`config.mk`:
```
export PLATFORM = sky130hd
export DESIGN_NAME = alu_op_sequencer
export DESIGN_NICKNAME = d
export VERILOG_FILES = /design/src/rtl/alu_op_sequencer.sv
export SDC_FILE = /design/constraint.sdc
export NUM_CORES = 1
export LEC_CHECK = 0
export CELL_PAD_IN_SITES_DETAIL_PLACEMENT = 0
export CELL_PAD_IN_SITES_GLOBAL_PLACEMENT = 1
export CORE_MARGIN = 4
export CORE_UTILIZATION = 34
export CTS_CLUSTER_DIAMETER = 200
export DETAILED_ROUTE_END_ITERATION = 16
export HOLD_SLACK_MARGIN = 0.08
export PLACE_DENSITY_LB_ADDON = 0.1
export RECOVER_POWER = 100
export SETUP_SLACK_MARGIN = 0.5
export SLEW_MARGIN = 5
export SYNTH_ARGS = -nofsm -noshare
export SYNTH_HDL_FRONTEND = slang
export SYNTH_SLANG_ARGS = --single-unit
```
`constraint.sdc`:
```
create_clock -name clk -period 1.6 [get_ports clk]
set_input_delay 0.24 -clock clk [delete_from_list [all_inputs] [get_ports clk]]
set_output_delay 0.24 -clock clk [all_outputs]
set_load 0.005 [all_outputs]
```
`src/rtl/alu_op_sequencer.sv`:
```
// ---------------------------------------------------------------------------
// alu_op_sequencer
//
// Issue/writeback stage wrapped around an external 4-bit combinational ALU.
// Each instruction walks IDLE -> EXEC -> WB (three cycles):
//   IDLE : accept on instr_valid, read operands from the register file and
//          register them onto the ALU inputs.
//   EXEC : ALU inputs held stable; the ALU result is captured at the edge.
//   WB   : result written to rf[rd], carry/zero flags updated, one-cycle
//          result_valid pulse presented the following cycle.
//
// Ports
//   clk, rst          : clock (rising edge), synchronous active-high reset
//   instr_valid/ready : instruction handshake (ready is a pure function of state)
//   instr_op          : ALU select forwarded to alu_sel
//   instr_rd/rs1/rs2  : destination / source register indices
//   instr_imm_en/imm  : optional immediate replacing rf[rs2] as operand B
//   alu_a/b/sel       : registered operands and select to the external ALU
//   alu_y             : DW+1 bit ALU result (MSB is carry/borrow)
//   result_valid/data/rd : writeback report (data/rd hold until next writeback)
//   flag_c, flag_z    : persistent carry and zero flags
//   dbg_addr/dbg_data : combinational read port of the register file
// ---------------------------------------------------------------------------
module alu_op_sequencer #(
    parameter int RF_DEPTH = 4,
    parameter int DW       = 4,
    localparam int AW      = $clog2(RF_DEPTH)
) (
    input  logic          clk,
    input  logic          rst,
    input  logic          instr_valid,
    output logic          instr_ready,
    input  logic [2:0]    instr_op,
    input  logic [AW-1:0] instr_rd,
    input  logic [AW-1:0] instr_rs1,
    input  logic [AW-1:0] instr_rs2,
    input  logic          instr_imm_en,
    input  logic [DW-1:0] instr_imm,
    output logic [DW-1:0] alu_a,
    output logic [DW-1:0] alu_b,
    output logic [2:0]    alu_sel,
    input  logic [DW:0]   alu_y,
    output logic          result_valid,
    output logic [DW-1:0] result_data,
    output logic [AW-1:0] result_rd,
    output logic          flag_c,
    output logic          flag_z,
    input  logic [AW-1:0] dbg_addr,
    output logic [DW-1:0] dbg_data
);

    typedef enum logic [1:0] {
        IDLE = 2'd0,
        EXEC = 2'd1,
        WB   = 2'd2
    } state_t;

    state_t        state_reg;
    state_t        state_next;

    // Decoded per-state strobes
    logic          accept;
    logic          capture;
    logic          writeback;

    // Register file and pipeline registers
    logic [DW-1:0] rf_reg [RF_DEPTH];
    logic [DW-1:0] alu_a_reg;
    logic [DW-1:0] alu_b_reg;
    logic [2:0]    alu_sel_reg;
    logic [AW-1:0] rd_reg;
    logic [DW:0]   y_reg;
    logic          result_valid_reg;
    logic [DW-1:0] result_data_reg;
    logic [AW-1:0] result_rd_reg;
    logic          flag_c_reg;
    logic          flag_z_reg;

    // ------------------------------------------------------------------
    // FSM: state register
    // ------------------------------------------------------------------
    always_ff @(posedge clk) begin
        if (rst) begin
            state_reg <= IDLE;
        end else begin
            state_reg <= state_next;
        end
    end

    // ------------------------------------------------------------------
    // FSM: next-state logic
    // ------------------------------------------------------------------
    always_comb begin
        state_next = state_reg;
        case (state_reg)
            IDLE:    if (instr_valid) state_next = EXEC;
            EXEC:    state_next = WB;
            WB:      state_next = IDLE;
            default: state_next = IDLE;
        endcase
    end

    // ------------------------------------------------------------------
    // FSM: output decode. instr_ready depends on state only, so there is
    // no combinational path from instr_valid back to instr_ready.
    // ------------------------------------------------------------------
    always_comb begin
        instr_ready = 1'b0;
        accept      = 1'b0;
        capture     = 1'b0;
        writeback   = 1'b0;
        case (state_reg)
            IDLE: begin
                instr_ready = 1'b1;
                accept      = instr_valid;
            end
            EXEC:    capture   = 1'b1;
            WB:      writeback = 1'b1;
            default: instr_ready = 1'b0;
        endcase
    end

    // ------------------------------------------------------------------
    // Operand issue, result capture and writeback reporting.
    // Operands are read straight from the register file at accept: issue is
    // serial, so any earlier writeback has already landed and no bypass is
    // needed even when rs1/rs2 match the previous rd.
    // ------------------------------------------------------------------
    always_ff @(posedge clk) begin
        if (rst) begin
            alu_a_reg        <= '0;
            alu_b_reg        <= '0;
            alu_sel_reg      <= '0;
            rd_reg           <= '0;
            y_reg            <= '0;
            result_valid_reg <= 1'b0;
            result_data_reg  <= '0;
            result_rd_reg    <= '0;
            flag_c_reg       <= 1'b0;
            flag_z_reg       <= 1'b0;
        end else begin
            if (accept) begin
                alu_a_reg   <= rf_reg[instr_rs1];
                alu_b_reg   <= instr_imm_en ? instr_imm : rf_reg[instr_rs2];
                alu_sel_reg <= instr_op;
                rd_reg      <= instr_rd;
            end

            if (capture) begin
                y_reg <= alu_y;
            end

            // Single-cycle pulse: only the WB state raises it.
            result_valid_reg <= writeback;

            if (writeback) begin
                result_data_reg <= y_reg[DW-1:0];
                result_rd_reg   <= rd_reg;
                flag_c_reg      <= y_reg[DW];
                flag_z_reg      <= (y_reg[DW-1:0] == '0);
            end
        end
    end

    // ------------------------------------------------------------------
    // Register file: one register per entry so that reset can clear every
    // word in a single cycle. Only the WB state writes.
    // ------------------------------------------------------------------
    generate
        for (genvar gi = 0; gi < RF_DEPTH; gi++) begin : g_rf
            always_ff @(posedge clk) begin
                if (rst) begin
                    rf_reg[gi] <= '0;
                end else if (writeback && (rd_reg == AW'(gi))) begin
                    rf_reg[gi] <= y_reg[DW-1:0];
                end
            end
        end
    endgenerate

    // ------------------------------------------------------------------
    // Outputs
    // ------------------------------------------------------------------
    assign alu_a        = alu_a_reg;
    assign alu_b        = alu_b_reg;
    assign alu_sel      = alu_sel_reg;
    assign result_valid = result_valid_reg;
    assign result_data  = result_data_reg;
    assign result_rd    = result_rd_reg;
    assign flag_c       = flag_c_reg;
    assign flag_z       = flag_z_reg;
    assign dbg_data     = rf_reg[dbg_addr];

endmodule
```
==> metrics <==
fin nets=approximately 300; Num CTS Buffers=5; Logic pwr share=0.177; total power=2.607 mW; final hold slack=about 0.45 ns; PortBufs=48; CP endpoint kind=output pin; synth warn=0; final setup violation count=0; Distinct cells, synth=27; Max Buffers Root-to-Sink=2; Clk Latency, worst-skew pair=0.30 ns; Residual DRC=0; DR pass1 iterations=4; MaxCap Viol Count=0; VDD IR max=about 0.66 mV; GPL Wtd Cong=~0.73; Internal=approximately 2 mW; slew margin rel.=0.6954; startpoint types=flip-flop; CTS HTree Levels=2; final wirelength=5.673 mm; Seq pwr share=0.494; crit-path cells=mux4_2, buf_2; Switching Share=0.2447; skew final=between 0.008 and 0.009 ns; Achievable Freq=634.5 MHz; setup TNS=0 ns; Syn Area/Cell=between 10 and 15 um2; area leader, netlist=dfxtp_1; synthesis-stage register bit count=45; layout cells sized above 1=0.6043; dominant synthesized flop cell=dfxtp_1; HPWL after DPL=~3.9 mm; total gr overflow=0; required time worst endpoint=approximately 1.4 ns; Die H=around 85 um; clk root buf=clkbuf_8; # IOs=just under 50; CTS tree=done; delay of the slowest cell on the worst path=about 0.46 ns; DIE WIDTH=84.90 um; Final ANT Viol Nets=0; Iteration-0 DRC Markers=slightly below 60; CP max FO=2; drt wl/cell=~16 um; status=complete, no violations; leak pwr=roughly 1.4 nW; worst hold path type=reg -> reg; Reg clk slew, reported paths=roughly 0.090 ns; Clock power frac=0.329; Post-synth EDFFs=16; kind of critical path=reg -> out; synth cell count leaders=34 x nand2_1, 29 x dfxtp_1, 20 x a21oi_1, 17 x and2_1, 16 x edfxtp_1; Cells after Synth=between 150 and 200; Async SR Flop Fraction=0; die area=about 7000 um2; most frequent cell after synthesis=nand2_1; post-synthesis sequential area ratio=0.5277; P&R area growth vs syn=64.97%; pwr dens=approximately 790 nW/um2; max FFs per register=16; row count=27; worst-margin pin slew=roughly 0.46 ns; final worst slack=around 0.024 ns; synth top area cells=dfxtp_1 29%, edfxtp_1 24%, mux4_2 9.0%; RSZ-0062 raised after global routing=true; Via density=between 4 and 5; Critical Path AT=between 1 and 1.5 ns; DP Worst Slack=-0.5028 ns; first-pass GRT wire length=8.818 mm; fin crit share=0.9851; final hold violations=0; pin count of the biggest net entering global routing=18; Max Slew Vio Count=0; syn_nets=roughly 210; Vias=1743; fin util=0.5915; Cell Area, Synth=a little over 2000 um2; clk sinks=45; initial antenna violation count=0; area of the core=5608 um2; diode count=0; vias in the first global route=between 1500 and 2000; Psw=roughly 0.64 mW; fillcell total=495; Synth top area share=0.2887; GRT Total Usage=0.1559; Initial Util=0.3585; min Tclk post-route=1.576 ns; slowest CP cell=mux4_2
[per-layer routing]
layer,part of all wire,global-route usage,vias to the layer above
li1,-,-,847
met1,0.40,0.1832,846
met2,0.54,0.2769,43
met3,0.051,0.04466,7
met4,0.012,0.04317,0
met5,0,0,-
[final timing paths]
path	start	to	slack (ns)	cells past startpoint
max	rf_reg[0][3]	dbg_data[3]	0.02	2
min	alu_sel[2]	alu_sel[2]	0.45	2
max reg2reg	rf_reg[0][0]	alu_b[0]	0.10	5
min reg2reg	alu_sel[2]	alu_sel[2]	0.45	2
[power groups by stage]
stage          Sequential, mW  Clock [mW]  Combinational (mW)
6_report                 1.29       0.856               0.463
5_1_grt                  1.30       0.925               0.499
4_1_cts                  1.28       0.872               0.413
3_5_place_dp             1.31           0               0.370
3_3_place_gp             1.31           0               0.361
2_1_floorplan            1.29           0               0.191
[worst max-delay path, delay by kind of cell, from the launching register on]
family                 cells  cell delay (ns)
multiplexers               1             0.46
flip-flops                 1             0.43
buffers and inverters      1             0.14
[cells in the final DEF, fill, tap and decap left out, types with 7 or more instances in the layout]
| cell type | synthesis | routed |
|---|---|---|
| nand2_4 | 0 | 10 |
| nand2_2 | 0 | 9 |
| clkbuf_2 | 0 | 16 |
| a21oi_1 | 20 | 7 |
| dfxtp_2 | 0 | 13 |
| dfxtp_1 | 29 | 13 |
| edfxtp_1 | 16 | 16 |
| and2_1 | 17 | 11 |
| mux4_2 | 8 | 8 |
| nor2_1 | 11 | 8 |
| buf_4 | 1 | 26 |
| buf_6 | 2 | 16 |
| a21oi_2 | 1 | 14 |
| nand2_1 | 34 | 15 |
| clkdlybuf4s50_1 | 0 | 19 |
[cell families after synthesis]
| logic type | after synthesis | synth area share |
|---|---|---|
| mux | 21 | 0.1593 |
| simple gates | 74 | 0.1823 |
| flops | 45 | 0.5277 |
| compound gates | 33 | 0.09646 |
| buf+inv | 12 | 0.03423 |
[repair_timing]
| action | CTS | global route |
|---|---|---|
| buffers inserted | 12 | 8 |
| endpoints found under the setup margin | 84 | 81 |
| hold buffers | 0 | 0 |
| resized for setup | 127 | 67 |
| cloned | 1 | 2 |
| pin swaps | 19 | 16 |
[stage by stage]
stage	instance area, um2	cells
3_5_place_dp	2809	319
5_1_grt	3317	350
3_3_place_gp	2809	319
2_1_floorplan	2148	185
6_report	3317	350
4_1_cts	3181	340
[area by class of cell]
class	count	area, um2	area share
timing repair buffer	94	810.8	0.2444
clock inverter	3	46.29	0.01396
inverter	2	11.26	0.003395
tap	72	90.09	0.02716
clock buffer	5	68.82	0.02075
sequential	45	1089	0.3282
multi-input combinational	129	1201	0.3621
Power figures use the tool's default switching activity.
==> edit: new RTL, same flow settings <==
Encoding of `state_t`: now one-hot (3 bits for 3 states).
--- a/src/rtl/alu_op_sequencer.sv
+++ b/src/rtl/alu_op_sequencer.sv
@@ -49,10 +49,10 @@
     output logic [DW-1:0] dbg_data
 );
 
-    typedef enum logic [1:0] {
-        IDLE = 2'd0,
-        EXEC = 2'd1,
-        WB   = 2'd2
+    typedef enum logic [2:0] {
+        IDLE = 3'b001,
+        EXEC = 3'b010,
+        WB   = 3'b100
     } state_t;
 
     state_t        state_reg;
Check against the original RTL: no difference found for any inputs over 10 cycles, from zero or initial values and one cycle with rst high; not proved beyond that.
==> edit against the original RTL <==
  * Power grew 3.4%
  * Worst setup slack lost 0.0015 ns
  * Sequential cell count grew 1
  * Global-route usage grew 1.5 points
  * Final area grew 2.3%
  * Area after synthesis grew 2.5%
  * Non-clock buffer count grew 17
  * Wire length grew 11%
  * Critical path type unchanged
==> edit: results <==
set metrics [dict create \
    root_buffer "clkbuf_8" \
    clk_pin_slew_ns 0.09 \
    fin_skew_ns 0.00866 \
    slew_headroom_pct 68.9 \
    synth_cells 187 \
    insertion_delay_ns 0.30 \
    synth.distinct_cells 29 \
    port-buffer-count 48 \
    synth_enable_flop_cells 16 \
    vias 1861 \
    antenna_cells 0 \
    status "finished clean" \
    grt_start_max_net_pins 29 \
    fin_cells 372 \
    largest_reg_flops 16 \
    cts_inserted_buffers 5 \
    routedWlPerCell_um 16.9 \
    setup_viol 0 \
    min_path_type "register to register" \
    placed_area_um2 2840 \
    dp_hpwl_mm 3.94 \
    overflow 0 \
    cts_max_level 2 \
    yosysWarnings 0 \
    dp_slack_ns -0.482 \
    synthTopCellsByCount "34 x nand2_1, 30 x dfxtp_1, 17 x a21oi_1, 17 x and2_1, 16 x edfxtp_1" \
    power.leakage_nw 1.35 \
    arrival_ns 1.34 \
    grt_pass1_vias 1924 \
    yosysSeqAreaShare_pct 52.5 \
    syn-num-nets 211 \
    ir_drop_v 0.000436 \
    synth_area_leaders "dfxtp_1 29%, edfxtp_1 23%, mux4_2 8.7%" \
    fin_nets 320 \
    crit_fanout 2 \
    grt_pass1_wl_mm 9.75 \
    p_int_mw 2.07 \
    drtIter0Drc 41 \
    place_congestion 0.859 \
    layout-drive-gt1-share_pct 52.5 \
    clock_path_buffers 2 \
    track_usage_pct 17.1 \
    async_flop_share_pct 0 \
    antenna_found_initial 0 \
]
==> edit: metrics by stage <==
stage | TNS, ns | utilization (%) | hold WS [ns]
6_report | 0 | 57.7 | 0.458
3_5_place_dp | -4.00 | 48.2 | 0.446
3_3_place_gp | -3.61 | 48.2 | 0.442
4_1_cts | 0 | 56.7 | 0.456
5_1_grt | -0.173 | 57.7 | 0.495
2_1_floorplan | 0 | - | 0.368
==> edit: cell type report <==
| cell class | instances | area (um^2) |
|---|---|---|
| Fill cell | 522 | 2490 |
| Clock buffer | 6 | 93.8 |
| Multi-Input combinational cell | 130 | 1140 |
| Tap cell | 75 | 93.8 |
| Inverter | 2 | 7.51 |
| Timing Repair Buffer | 111 | 922 |
| Clock inverter | 2 | 38.8 |
| Sequential cell | 46 | 1090 |
==> edit: metal layers <==
| metal | part of all wire [%] | routed length, um | global-route usage, % |
|---|---|---|---|
| met1 | 44 | 2750 | 21.8 |
| met2 | 50 | 3130 | 29.2 |
| met3 | 4.6 | 291 | 4.13 |
| met4 | 1.8 | 113 | 4.32 |
| met5 | 0 | 0 | 0 |
==> edit: cell families after synthesis <==
group	Yosys count	synth area share (%)
DFF	46	52.5
buffers and inverters	12	3.10
muxes	21	15.5
and+or+nand+nor	78	19.9
AOI/OAI and AO/OA	30	8.99
==> edit: worst paths after layout <==
check | from | end | slack, ns | depth (start not counted)
hold / removal | alu_sel[1] | alu_sel[1] | 0.46 | 2
setup reg to reg | state_reg[0] | rf_reg[3][1] | 0.02 | 4
hold reg to reg | alu_sel[1] | alu_sel[1] | 0.46 | 2
setup / recovery | rf_reg[2][1] | dbg_data[1] | 0.02 | 2
==> edit: power groups by stage <==
stage	logic, mW	clock network [mW]	registers [mW]
final	0.441	0.969	1.28
after global routing	0.472	1.05	1.29
after CTS	0.440	0.989	1.29
after detailed placement	0.359	0	1.31
after global placement	0.351	0	1.31
after floorplan	0.179	0	1.31
==> edit: repair_timing <==
action | CTS | global route
buffers inserted | 25 | 14
hold buffers | 0 | 0
endpoints found under the setup margin | 86 | 87
pin swaps | 16 | 30
resized for setup | 123 | 86
gates cloned | 1 | 1
==> edit: critical path, stage by stage (launching register included) <==
cell and delay [ns]:
edfxtp_1 0.44, mux4_2 0.47, buf_2 0.14
